[config.mk]
export PLATFORM = sky130hd
export DESIGN_NAME = key_cmd_ctrl
export DESIGN_NICKNAME = d
export VERILOG_FILES = /design/src/rtl/key_cmd_ctrl.sv
export SDC_FILE = /design/constraint.sdc
export NUM_CORES = 1
export LEC_CHECK = 0
export ABC_AREA = 1
export BUFFER_PORTS_ARGS = -buffer_cell sky130_fd_sc_hd__buf_4
export CORE_UTILIZATION = 50
export DETAILED_ROUTE_END_ITERATION = 8
export PLACE_DENSITY = 0.66
export RECOVER_POWER = 100
export SLEW_MARGIN = 20
export SYNTH_ARGS = -nofsm -noshare
export SYNTH_HDL_FRONTEND = slang
export SYNTH_SLANG_ARGS = --single-unit
export TNS_END_PERCENT = 10
[constraint.sdc]
create_clock -name clk -period 3.4 [get_ports clk]
set_input_delay 0.17 -clock clk [delete_from_list [all_inputs] [get_ports clk]]
set_output_delay 0.17 -clock clk [all_outputs]
set_load 0.01 [all_outputs]
[src/rtl/key_cmd_ctrl.sv]
// rtl/key_cmd_ctrl.sv - button sync/debounce, press and long-press detect, run/pause FSM
// Bit 0 of every per-button vector is the start button, bit 1 is the dir button.
module key_cmd_ctrl #(
  parameter int DEB_CYCLES  = 1_000_000,
  parameter int LONG_CYCLES = 200_000_000,
  parameter int CNT_W       = 28
) (
  input  logic       clk,
  input  logic       rst,
  input  logic       btn_start,
  input  logic       btn_dir,
  output logic       run,
  output logic       paused,
  output logic       dir,
  output logic       clear,
  output logic       start_pulse,
  output logic       dir_pulse,
  output logic [1:0] state
);

  localparam logic [1:0] ST_IDLE  = 2'b00;
  localparam logic [1:0] ST_RUN   = 2'b01;
  localparam logic [1:0] ST_PAUSE = 2'b10;

  localparam logic [CNT_W-1:0] DEB_LAST  = CNT_W'(DEB_CYCLES - 1);
  localparam logic [CNT_W-1:0] LONG_LAST = CNT_W'(LONG_CYCLES - 1);
  localparam logic [CNT_W-1:0] LONG_PRE  = CNT_W'(LONG_CYCLES - 2);

  logic [1:0]            sync1_q, sync1_d;
  logic [1:0]            sync2_q, sync2_d;
  logic [1:0]            db_q, db_d;
  logic [1:0]            db_dly_q, db_dly_d;
  logic [1:0]            pulse_q, pulse_d;
  logic [1:0][CNT_W-1:0] dcnt_q, dcnt_d;
  logic [CNT_W-1:0]      hcnt_q, hcnt_d;
  logic [1:0]            state_q, state_d;
  logic                  dir_q, dir_d;
  logic                  clear_q, clear_d;
  logic                  run_q, run_d;
  logic                  paused_q, paused_d;
  logic                  long_hit;
  logic                  active;

  always_comb begin
    sync1_d  = {btn_dir, btn_start};
    sync2_d  = sync1_q;
    db_dly_d = db_q;
    pulse_d  = db_q & ~db_dly_q;
    db_d     = db_q;
    dcnt_d   = '0;
    // Any sample agreeing with the accepted level restarts the stability count.
    for (int i = 0; i < 2; i++) begin
      if (sync2_q[i] != db_q[i]) begin
        if (dcnt_q[i] == DEB_LAST) begin
          db_d[i] = sync2_q[i];
        end else begin
          dcnt_d[i] = dcnt_q[i] + CNT_W'(1);
        end
      end
    end
  end

  always_comb begin
    hcnt_d = '0;
    if (db_q[0]) begin
      hcnt_d = (hcnt_q == LONG_LAST) ? hcnt_q : hcnt_q + CNT_W'(1);
    end
    // Saturation at LONG_LAST means this matches only once per hold.
    long_hit = db_q[0] && (hcnt_q == LONG_PRE);
    active   = (state_q == ST_RUN) || (state_q == ST_PAUSE);

    state_d = state_q;
    dir_d   = dir_q;
    clear_d = 1'b0;
    case (state_q)
      ST_IDLE:  if (pulse_q[0]) state_d = ST_RUN;
      ST_RUN:   if (pulse_q[0]) state_d = ST_PAUSE;
      ST_PAUSE: if (pulse_q[0]) state_d = ST_RUN;
      default:  state_d = ST_IDLE;
    endcase
    if (pulse_q[1] && active) begin
      dir_d = ~dir_q;
    end
    if (long_hit && active) begin
      state_d = ST_IDLE;
      dir_d   = 1'b0;
      clear_d = 1'b1;
    end
    run_d    = (state_d == ST_RUN);
    paused_d = (state_d == ST_PAUSE);
  end

  always_ff @(posedge clk or posedge rst) begin
    if (rst) begin
      sync1_q  <= '0;
      sync2_q  <= '0;
      db_q     <= '0;
      db_dly_q <= '0;
      pulse_q  <= '0;
      dcnt_q   <= '0;
      hcnt_q   <= '0;
      state_q  <= ST_IDLE;
      dir_q    <= 1'b0;
      clear_q  <= 1'b0;
      run_q    <= 1'b0;
      paused_q <= 1'b0;
    end else begin
      sync1_q  <= sync1_d;
      sync2_q  <= sync2_d;
      db_q     <= db_d;
      db_dly_q <= db_dly_d;
      pulse_q  <= pulse_d;
      dcnt_q   <= dcnt_d;
      hcnt_q   <= hcnt_d;
      state_q  <= state_d;
      dir_q    <= dir_d;
      clear_q  <= clear_d;
      run_q    <= run_d;
      paused_q <= paused_d;
    end
  end

  assign run         = run_q;
  assign paused      = paused_q;
  assign dir         = dir_q;
  assign clear       = clear_q;
  assign start_pulse = pulse_q[0];
  assign dir_pulse   = pulse_q[1];
  assign state       = state_q;

endmodule
Word level (Yosys, flattened, before mapping)
Index checks and enable logic that the tools add are counted.
{ "totals": {"elab_cells": 53, "ff_bits": 100, "out_inout_bits": 8} }
{ "classes": {"reduce_logical": 9, "n_eq_ne": 11, "n_addsub": 3, "bitwise": 3, "mux": 13} }
{ "op_table": {"columns": ["op", "count"], "rows": [
  ["28-bit two-way mux", 6],
  ["28-bit by 1-bit adder with 28-bit output, second input constant", 3],
  ["28-bit by 20-bit == test with 1-bit output, second input constant", 2],
  ["28-bit == test, second input constant", 2],
  ["2-bit two-way mux", 3],
  ["2-bit by 1-bit == test with 1-bit output, second input constant", 2],
  ["2-bit == test, second input constant", 2],
  ["2-bit case mux with 2 select lines", 1],
  ["2-bit AND reduction", 2],
  ["1-bit logical AND", 3],
  ["1-bit two-way mux", 3],
  ["2-bit bitwise AND", 1],
  ["2-bit zero test", 1],
  ["1-bit inequality test", 2],
  ["2-bit inequality test, second input constant", 1],
  ["2-bit NOT", 1],
  ["2-bit nonzero test", 1],
  ["2-bit OR reduction", 1],
  ["1-bit logical OR", 1],
  ["1-bit NOT", 1]
]} }

Logic depth before layout (Yosys ltp)
Gate-level depths: netlist (run 1).
{ "logic_depth": {"word_depth": 5, "mapped_depth": 10, "depth_no_buf": 10} }

Least setup slack after synthesis (run 1)
Ideal clock, no wire load.
{ "synth_timing": {"kind": "reg2reg", "from": "register hcnt_q[1]", "to": "register hcnt_q[9]", "slack_ns": 1.984, "setup_ns": 0.118, "path_buffers": 0, "path_stages_with_launch": 10, "t_arrival_ns": 1.298, "path_cell_list": "dfrtp_1 -> ha_1 -> inv_1 -> nor2_4 -> nand2_4 -> clkinv_4 -> nand2_4 -> clkinv_4 -> nand3_4 -> nor2b_1"} }
{ "synth_via": {"elab_chain_cells": 3, "elab_cells_between_ends": 5, "cone_classes": "1 x add/sub; 2 x eq/ne; 2 x mux"} }
{ "synth_rtl": {"columns": ["element", "line", "rtl"], "rows": [
  ["start, declared", "35", "logic [CNT_W-1:0] hcnt_q, hcnt_d;"],
  ["start signal, assigned", "114", "hcnt_q <= hcnt_d;"],
  ["28-bit by 1-bit adder with 28-bit output", "66", "hcnt_d = (hcnt_q == LONG_LAST) ? hcnt_q : hcnt_q + CNT_W'(1);"],
  ["28-bit two-way mux", "66", null],
  ["28-bit two-way mux", "65", "if (db_q[0]) begin"]
]} }
Several ways; a longest one is shown, not always the timed one. The select of a mux whose other input is x is not followed.
A chain may end at the register's enable or synchronous reset.

Final worst setup path (run 1)
Same ends and word-level chain as after synthesis.

==> metrics.md, run 1 <==
| Metric | Value |
|---|---|
| Area occupied by multi-input gates | 0.00298 mm2 |
| TritonCTS clock tree | built |
| Vias/cell | 5.04 |
| Post-CTS resize count | 0 |
| Area of the core | 0.0116 mm2 |
| Clock latency on the worst-skew pair | 0.35 ns |
| Share of cells above drive strength 1 | 0.0635 |
| VDD IR-drop max | 0.000306 V |
| Final setup vio count | 0 |
| Launching element type of the critical path | flip-flop |
| Final core occ | 0.556 |
| Status | finished, violations left |
| Worst rel slew slack | -0.473 |
| Required time of the critical path | 3.65 ns |
| Hold Path Cell Cnt | 0 |
| LEAKAGE | 2.81 nW |
| Overall die area | 0.0125 mm2 |
| Leading cell type in the layout, fill and taps excluded | nand2_1 |
| Power per cell area | 350 mW/mm2 |
| Commonest cells after routing, fill and taps aside | nand2_1 (264), nor2_1 (228), dfrtp_1 (100) |
| Number of buffers created by CTS | 9 |
| Library cell with the largest summed area after synthesis | dfrtp_1 |
| Detailed-route wire length | 13.6 mm |
| Synth Warn # | 0 |
| H-tree Lvls | 3 |
| Gate power share | 0.026 |
| Slowest-stage cell, CP | dfrtp_1 |
| Routed via count | 5247 |
| Maximum fanout count along the critical path | 9 |
| Setup CP Type | flip-flop to flip-flop |
| Layout-stage area growth over the synthesis result | 7.02% |
| Root buffer cell | clkbuf_16 |
| Total overflow reported by the global router | 0 |
| Pins over their slew limit | 49 |
| Initial antenna violation count | 0 |
| Proportion of total power due to net switching | 0.237 |
| Total standard cell area after synthesis | 0.00601 mm2 |
| Critical-path cell list | ha_1 -> inv_1 -> nor2_1 -> nand2_4 -> clkinvlp_2 -> nand2_1 -> clkinvlp_2 -> nand3_1 -> nor2b_1 |
| Endpoints failing hold | 0 |
| First-pass GRT wire length | 23.7 mm |
| Clock period minus final worst setup slack | 2.20 ns |
| Number of antenna-violating nets in the routed design | 0 |
| Max Fclk | 454 MHz |
| Via count of the first global-routing pass | 5190 |
| Clock buffer depth | 2 |
| DRC errors left | 4 |
| Average wire per cell in the routed design | 13.1 um |
| Clock-pin slew reported for the worst setup and hold paths after clock tree synthesis | 0.07 ns |
| Data arrival time at the worst-slack endpoint | 2.45 ns |
| Setup crit end kind | flip-flop |
| Overall track demand over capacity in global routing | 0.237 |
| Number of hold-repair buffers added at the cts stage | 3 |
| Combined flip-flop and latch cell area | 0.00250 mm2 |
| Fraction of power consumed by sequential logic | 0.535 |
| Placer congestion estimate | 0.933 |
| I/O pin count | 12 |
| Mapped Avg Cell Area | 6.90 um2 |
| Part of the cycle the worst path needs | 0.647 |
| Power Internal | 0.00172 W |
| Register area share after synthesis | 0.416 |
| Layout fillers | 1145 |
| Placed wire-length estimate after detailed placement | 10.3 mm |
| PortBufs | 11 |
| Diode insertion count for antenna repair | 0 |
| Switching power of the nets | 0.000534 W |
| Pre-antenna DRT Iters | 7 |
| Path depth of the worst reg2reg path | 9 |
| Cell types occupying the most area after synthesis | dfrtp_1 (42%), nand2_1 (16%), nor2_1 (14%) |
| Starting Density | 0.520 |
| Post-CTS setup buffer count | 0 |
| Width of the die | 112 um |
| Overall die height | 112 um |
| Flip-flop and latch count after synthesis | 100 |
| Worst hold-check path type | flip-flop to flip-flop |
| Slowest cell delay on critical path | 0.41 ns |
| Setup clock skew after layout | 0.00934 ns |
| Cell count after synthesis | 871 |
| Max-cap check violation count | 1 |
| Clk pwr share | 0.439 |
| Sink count of the clock tree | 100 |
| Post-synthesis net count | 883 |
| Initial detailed-routing violation count | 353 |
| Slew of the pin with the lowest slew margin | 2.20 ns |
| Standard-cell rows | 39 |
| Largest net degree at the start of global routing | 49 |
| Critical Path Most Common Cell | clkinvlp_2 |
| Unrepaired setup endpoints after global routing | no |
| Top cell type's share of synthesized area | 0.416 |
| Number of different library cells in the post-synthesis netlist | 32 |
| Setup_tns | 0 ns |
| Final net count | 906 |
| Violations in the final reports | design-rule violations, max-capacitance violations, max-slew violations |
worst paths after layout:
check / to / slack (ns) / startpoint
worst max-delay path: hcnt_q[9] / 1.20 / hcnt_q[1]
worst min register to register: sync2_q[1] / 0.35 / sync1_q[1]
worst max register to register: hcnt_q[9] / 1.20 / hcnt_q[1]
min in group asynchronous: run / 0.96 / rst
max in group asynchronous: dcnt_q[14] / 1.26 / rst
worst min-delay path: sync2_q[1] / 0.35 / sync1_q[1]
power by group through the flow:
stage / combinational, W / clock (W) / sequential, W
finish: 0.0000589 / 0.000988 / 0.00120
CTS: 0.0000639 / 0.00102 / 0.00120
global route: 0.0000697 / 0.00105 / 0.00121
detailed placement: 0.0000608 / 0 / 0.00123
global placement: 0.0000598 / 0 / 0.00123
floorplan: 0.0000428 / 0 / 0.00123
flip-flops by register name, indices dropped and copies added (netlist names), 2 cells and up:
name      count
sync2_q       2
db_dly_d      2
sync1_q       2
hcnt_q       28
pulse_q       2
dcnt_q       56
db_dly_q      2
state         2
critical path: cells and delay by family, from the launching register on:
kind	cells	cell delay (ns)
flops	1	0.41
buf+inv	3	0.29
simple gates	5	1.15
fa+ha+maj	1	0.23
final cells by class:
class                      count  share of cell area
clock inverter                 5             0.00662
multi-input combinational    663               0.464
tap                          143              0.0278
timing repair buffer          18              0.0169
sequential                   100               0.389
inverter                     102              0.0601
clock buffer                  10              0.0356
cells in the mapped netlist:
| master | count |
|---|---|
| nand2_1 | 257 |
| nor2_1 | 220 |
| dfrtp_1 | 100 |
| inv_1 | 94 |
| nand3_1 | 63 |
| xor2_1 | 19 |
| nor2_2 | 13 |
| a21oi_1 | 12 |
| nand2_2 | 11 |
| nor2_4 | 11 |
| ha_1 | 8 |
| xnor2_1 | 8 |
| nor3_1 | 6 |
| or2_2 | 6 |
| inv_2 | 5 |
| nand2_4 | 5 |
| nand4_1 | 5 |
| o21ai_0 | 5 |
| nor3b_1 | 4 |
| buf_2 | 3 |
| nand3b_1 | 3 |
| clkinv_4 | 2 |
| o21bai_1 | 2 |
| buf_1 | 1 |
| buf_6 | 1 |
| clkbuf_1 | 1 |
| clkinv_1 | 1 |
| nand3_2 | 1 |
| nand3_4 | 1 |
| nor2b_1 | 1 |
| o21ai_1 | 1 |
| xor2_2 | 1 |
kinds of logic after synthesis:
kind of cell / count (synthesis) / share of synthesized area
simple gates: 607 / 0.436
fa+ha+maj: 8 / 0.0167
xor+xnor: 28 / 0.0421
compound gates: 20 / 0.0175
buf+inv: 108 / 0.0710
flops: 100 / 0.416
layer usage:
layer  global-route usage  up-vias  part of all wire  routed length (um)
li1                     -     2692                 -                   -
met1                0.303     2415              0.47                6420
met2                0.396      110              0.47                6340
met3               0.0512       30             0.041                 559
met4               0.0829        0             0.022                 301
met5                    0        -                 0                   0
per-stage QoR:
stage                     hold slack [ns]  std cells  instance area [um2]  total power (W)  worst slack (ns)
after floorplan                     0.201        871                 6010          0.00127             0.611
after global placement              0.280       1023                 6270          0.00129              1.73
after detailed placement            0.280       1023                 6270          0.00129              1.70
after CTS                           0.353       1041                 6570          0.00228              1.69
after global routing                0.364       1041                 6430          0.00232             0.823
final                               0.348       1041                 6430          0.00225              1.20
No activity file was read; power rests on OpenSTA's default activity.
==> run 2, diff against run 1 <==
--- a/config.mk
+++ b/config.mk
@@ -9,7 +9,7 @@
 export BUFFER_PORTS_ARGS = -buffer_cell sky130_fd_sc_hd__buf_4
 export CORE_UTILIZATION = 50
 export DETAILED_ROUTE_END_ITERATION = 8
-export PLACE_DENSITY = 0.66
+export PLACE_DENSITY = 0.68
 export RECOVER_POWER = 100
 export SLEW_MARGIN = 20
 export SYNTH_ARGS = -nofsm -noshare
==> constraint.sdc (replaced) <==
create_clock -name clk -period 1.95 [get_ports clk]
set_input_delay 0.0975 -clock clk [delete_from_list [all_inputs] [get_ports clk]]
set_output_delay 0.0975 -clock clk [all_outputs]
set_load 0.01 [all_outputs]
==> metrics.md, run 2 (same netlist as run 1, synthesis figures left out) <==
| Metric | Value |
|---|---|
| Status | finished, violations left |
| Combined flip-flop and latch cell area | 0.00250 mm2 |
| Data arrival time at the worst-slack endpoint | 1.97 ns |
| Sink count of the clock tree | 100 |
| Number of flip-flops under the largest register name | 56 |
| VDD IR-drop max | 0.000585 V |
| Final core occ | 0.567 |
| Launch point of the worst reg-to-reg path | db_dly_d[0] |
| Proportion of total power due to net switching | 0.242 |
| Area occupied by multi-input gates | 0.00303 mm2 |
| Path depth of the worst reg2reg path | 3 |
| Detailed-route wire length | 13.7 mm |
| Number of buffers created by CTS | 9 |
| Placed wire-length estimate after detailed placement | 10.4 mm |
| Setup_tns | 0 ns |
| Final Hold Slack | 0.351 ns |
| Min-delay src | sync1_q[0] |
| TritonCTS clock tree | built |
| Routed via count | 5268 |
| H-tree Lvls | 3 |
| Launching element type of the critical path | flip-flop |
| First-pass GRT wire length | 23.6 mm |
| Leading cell type in the layout, fill and taps excluded | nand2_1 |
| Slowest-stage cell, CP | clkbuf_1 |
| Starting Density | 0.520 |
| Gate power share | 0.029 |
| Worst rel slew slack | 0.407 |
| Overall die height | 112 um |
| Width of the die | 112 um |
| Placer congestion estimate | 0.939 |
| Pins over their slew limit | 0 |
| Power Internal | 0.00302 W |
| Slowest cell delay on critical path | 0.71 ns |
| Clock-pin slew reported for the worst setup and hold paths after clock tree synthesis | 0.08 ns |
| Buffers and inverters on the worst path | 1 |
| Final instance count without filler cells | 1045 |
| Diode insertion count for antenna repair | 0 |
| Layout fillers | 1134 |
| Max-cap check violation count | 0 |
| Clock buffer depth | 2 |
| Unrepaired setup endpoints after global routing | no |
| Critical-path cell list | clkbuf_1 -> nand3_4 -> nor2b_1 |
| Endpoints failing hold | 0 |
| Initial detailed-routing violation count | 380 |
| Average wire per cell in the routed design | 13.1 um |
| Largest reg by FF count | dcnt_q |
| Vias/cell | 5.04 |
| Required time of the critical path | 2.20 ns |
| DRC errors left | 3 |
| PortBufs | 11 |
| Share of cells above drive strength 1 | 0.0687 |
| Final setup vio count | 0 |
| Clk pwr share | 0.445 |
| Violations in the final reports | design-rule violations |
| Post-CTS resize count | 0 |
| Clock latency on the worst-skew pair | 0.36 ns |
| Root buffer cell | clkbuf_16 |
| Biggest registers after layout | dcnt_q (56), hcnt_q (28) |
| Standard-cell rows | 39 |
| Initial antenna violation count | 0 |
| Endpoint of the lowest-slack register-to-register path | hcnt_q[9] |
| Cell count after placement | 1026 |
| Overall die area | 0.0125 mm2 |
| Setup CP Type | flip-flop to flip-flop |
| DP Area | 0.00633 mm2 |
| Largest net degree at the start of global routing | 50 |
| Power per cell area | 609 mW/mm2 |
| Max Fclk | 582 MHz |
| Total overflow reported by the global router | 0 |
| End point of the worst hold path | sync2_q[0] |
| Setup crit end kind | flip-flop |
| Commonest cells after routing, fill and taps aside | nand2_1 (263), nor2_1 (229), dfrtp_1 (100) |
| Internal reg-to-reg setup slack | 0.23 ns |
| Overall track demand over capacity in global routing | 0.238 |
| Pre-antenna DRT Iters | 8 |
| Final net count | 909 |
| Worst hold-check path type | flip-flop to flip-flop |
| LEAKAGE | 2.88 nW |
| Clock period minus final worst setup slack | 1.72 ns |
| Layout-stage area growth over the synthesis result | 9.10% |
| Area of the core | 0.0116 mm2 |
| Final instance area | 0.00656 mm2 |
| I/O pin count | 12 |
| Post-CTS setup buffer count | 0 |
| Number of antenna-violating nets in the routed design | 0 |
| Number of hold-repair buffers added at the cts stage | 3 |
| Slew of the pin with the lowest slew margin | 0.889 ns |
| Cell family with most CP delay | buffers and inverters |
| Maximum fanout count along the critical path | 16 |
| Fraction of power consumed by sequential logic | 0.526 |
| Via count of the first global-routing pass | 5069 |
| Switching power of the nets | 0.000967 W |
| Setup clock skew after layout | 0.00891 ns |
| Hold Path Cell Cnt | 0 |
| Part of the cycle the worst path needs | 0.881 |
-- run 2: worst register-to-register path: stages, from the launching register on --
cell	delay, ns
dfrtp_1	0.51
clkbuf_1	0.71
nand3_4	0.20
nor2b_1	0.18
-- run 2: worst max path at each step --
stage           startpoint          to  slack (ns)  cells past startpoint
2_1_floorplan    hcnt_q[1]   hcnt_q[9]        0.53                      9
3_3_place_gp     hcnt_q[1]   hcnt_q[9]        0.45                      9
3_5_place_dp     hcnt_q[1]   hcnt_q[9]        0.37                      9
4_1_cts          hcnt_q[1]   hcnt_q[9]        0.36                      9
5_1_grt         dcnt_q[47]  dcnt_q[29]        0.15                      7
6_report       db_dly_d[0]   hcnt_q[9]        0.23                      3
-- run 2: cell type report --
class	instances	area share
multi-input cells	663	0.462
clock buffers	9	0.0344
flip-flops and latches	100	0.382
inverters	102	0.0601
well taps	143	0.0273
repair buffers	21	0.0246
clock inverters	7	0.0101
-- run 2: power by group through the flow --
| stage | combinational [W] | clock (W) | sequential, W |
|---|---|---|---|
| 2_1_floorplan | 0.0000751 | 0 | 0.00214 |
| 3_3_place_gp | 0.000118 | 0 | 0.00214 |
| 3_5_place_dp | 0.000120 | 0 | 0.00214 |
| 4_1_cts | 0.000125 | 0.00183 | 0.00210 |
| 5_1_grt | 0.000134 | 0.00191 | 0.00210 |
| 6_report | 0.000116 | 0.00177 | 0.00210 |
-- run 2: stage by stage --
step,power [W],worst slack [ns]
after CTS,0.00405,0.355
final,0.00399,0.233
after floorplan,0.00221,0.534
after global placement,0.00226,0.452
after detailed placement,0.00226,0.371
after global routing,0.00414,0.155
-- run 2: routing by layer --
layer / global-route usage / part of all wire / up-vias
li1: - / - / 2697
met2: 0.403 / 0.48 / 126
met3: 0.0517 / 0.046 / 26
met1: 0.305 / 0.46 / 2419
met5: 0 / 0 / -
met4: 0.0712 / 0.019 / 0
==> run 3, diff against run 2 <==
--- a/config.mk
+++ b/config.mk
@@ -7,9 +7,11 @@
 export LEC_CHECK = 0
 export ABC_AREA = 1
 export BUFFER_PORTS_ARGS = -buffer_cell sky130_fd_sc_hd__buf_4
-export CORE_UTILIZATION = 50
+export CELL_PAD_IN_SITES_DETAIL_PLACEMENT = 1
+export CELL_PAD_IN_SITES_GLOBAL_PLACEMENT = 1
+export CORE_UTILIZATION = 42
 export DETAILED_ROUTE_END_ITERATION = 8
-export PLACE_DENSITY = 0.68
+export PLACE_DENSITY_LB_ADDON = 0.1
 export RECOVER_POWER = 100
 export SLEW_MARGIN = 20
 export SYNTH_ARGS = -nofsm -noshare
==> metrics.md, run 3 (same netlist as run 1, synthesis figures left out) <==
| Metric | Value |
|---|---|
| I/O pin count | 12 |
| Slowest cell delay on critical path | 0.42 ns |
| VDD IR-drop max | 0.000456 V |
| Launch point of the worst reg-to-reg path | hcnt_q[1] |
| Slowest-stage cell, CP | dfrtp_1 |
| Largest net degree at the start of global routing | 101 |
| Unrepaired setup endpoints after global routing | no |
| Width of the die | 122 um |
| Detailed-route wire length | 16.1 mm |
| Pins over their slew limit | 0 |
| DRC errors left | 0 |
| Final net count | 907 |
| Number of antenna-violating nets in the routed design | 0 |
| Vias/cell | 4.95 |
| Number of flip-flops under the largest register name | 56 |
| Data arrival time at the worst-slack endpoint | 1.94 ns |
| Worst hold-check path type | flip-flop to flip-flop |
| Initial detailed-routing violation count | 185 |
| Internal reg-to-reg setup slack | 0.26 ns |
| Power per cell area | 656 mW/mm2 |
| Via count of the first global-routing pass | 5661 |
| Layout fillers | 1801 |
| LEAKAGE | 2.89 nW |
| Setup clock skew after layout | 0.00605 ns |
| Clock latency on the worst-skew pair | 0.35 ns |
| Maximum fanout count along the critical path | 9 |
| Overall die area | 0.0148 mm2 |
| Launching element type of the critical path | flip-flop |
| Critical-path cell list | ha_1 -> inv_1 -> nor2_4 -> nand2_4 -> clkinv_4 -> nand2_4 -> clkinvlp_2 -> nand3_4 -> nor2b_1 |
| Status | finished clean |
| Worst rel slew slack | 0.387 |
| Share of cells above drive strength 1 | 0.0667 |
| End point of the worst hold path | sync2_q[1] |
| Hold Path Cell Cnt | 0 |
| Placer congestion estimate | 0.934 |
| Standard-cell rows | 43 |
| Required time of the critical path | 2.19 ns |
| Diode insertion count for antenna repair | 0 |
| Max Fclk | 591 MHz |
| Cell family with most CP delay | simple AND/OR/NAND/NOR gates |
| Leading cell type in the layout, fill and taps excluded | nand2_1 |
| Post-CTS resize count | 0 |
| Critical Path Start | hcnt_q[1] |
| Pre-antenna DRT Iters | 4 |
| Biggest registers after layout | dcnt_q (56), hcnt_q (28) |
| Placed wire-length estimate after detailed placement | 12.4 mm |
| Post-CTS setup buffer count | 0 |
| Routed via count | 5345 |
| Overall track demand over capacity in global routing | 0.238 |
| Min-delay src | sync1_q[1] |
| Initial antenna violation count | 0 |
| Max-cap check violation count | 0 |
| Final setup vio count | 0 |
| Slew of the pin with the lowest slew margin | 0.920 ns |
| Endpoints failing hold | 0 |
| TritonCTS clock tree | built |
| Clock-pin slew reported for the worst setup and hold paths after clock tree synthesis | 0.07 ns |
| Overall die height | 122 um |
| Setup CP Type | flip-flop to flip-flop |
| Critical Path Most Common Cell | nand2_4 |
| Endpoint of the lowest-slack register-to-register path | hcnt_q[9] |
| Starting Density | 0.431 |
| Average wire per cell in the routed design | 14.9 um |
| Final core occ | 0.474 |
| Root buffer cell | clkbuf_16 |
| Largest reg by FF count | dcnt_q |
| Setup crit end kind | flip-flop |
| Clock buffer depth | 2 |
| Number of buffers created by CTS | 9 |
| First-pass GRT wire length | 27.1 mm |
| Total overflow reported by the global router | 0 |
| Clock period minus final worst setup slack | 1.69 ns |
| Area of the core | 0.0139 mm2 |
| Part of the cycle the worst path needs | 0.868 |
| Setup_tns | 0 ns |
| Buffers and inverters on the worst path | 3 |
| Commonest cells after routing, fill and taps aside | nand2_1 (264), nor2_1 (229), dfrtp_1 (100) |
| Layout-stage area growth over the synthesis result | 10.0% |
| H-tree Lvls | 3 |
| Sink count of the clock tree | 100 |
| PortBufs | 11 |
| Path depth of the worst reg2reg path | 9 |
[run 3: cell count changes in the layout (fill, tap and decap cells not counted), sizes merged]
cell,before,now
bufinv,0,3
inv,102,98
buf,4,3
[run 3: worst max path at each step]
| stage | to | cells past startpoint |
|---|---|---|
| floorplan | hcnt_q[9] | 9 |
| global placement | hcnt_q[27] | 7 |
| detailed placement | hcnt_q[9] | 9 |
| CTS | hcnt_q[9] | 9 |
| global route | dcnt_q[25] | 8 |
| finish | hcnt_q[9] | 9 |
[run 3: repair_timing]
action,in CTS,in global routing
hold buffers,3,0
hold endpoints to repair,102,0
setup endpoints to repair,0,0
[run 3: metrics by stage]
step                      total power [W]  hold WS (ns)  instance area, um2  cells  worst slack (ns)
after floorplan                   0.00221         0.129                6010    871             0.534
after global placement            0.00225         0.207                6340   1061             0.418
after detailed placement          0.00226         0.208                6340   1061             0.327
after CTS                         0.00441         0.355                6720   1080             0.314
after global routing              0.00449         0.353                6610   1080             0.116
final                             0.00434         0.352                6610   1080             0.257
[run 3: report_power, final]
group          switching [W]  internal [W]  total [W]
clock               0.000836       0.00129    0.00213
combinational      0.0000793     0.0000292   0.000108
sequential         0.0000148       0.00209    0.00210
total               0.000930       0.00341    0.00434
[run 3: area by class of cell]
class	count	area (um2)	share of cell area
timing repair buffer	19	126	0.0191
sequential	100	2500	0.379
tap	180	225	0.0341
clock buffer	10	239	0.0362
clock inverter	6	111	0.0168
multi-input combinational	663	3010	0.456
inverter	102	390	0.0591
[run 3: routing by layer]
layer	wire length, um	part of all wire	vias up	global-route usage
met3	277	0.017	24	0.0370
met4	272	0.017	0	0.0802
met2	8140	0.50	42	0.426
li1	-	-	2689	-
met5	0	0	-	0
met1	7460	0.46	2590	0.289
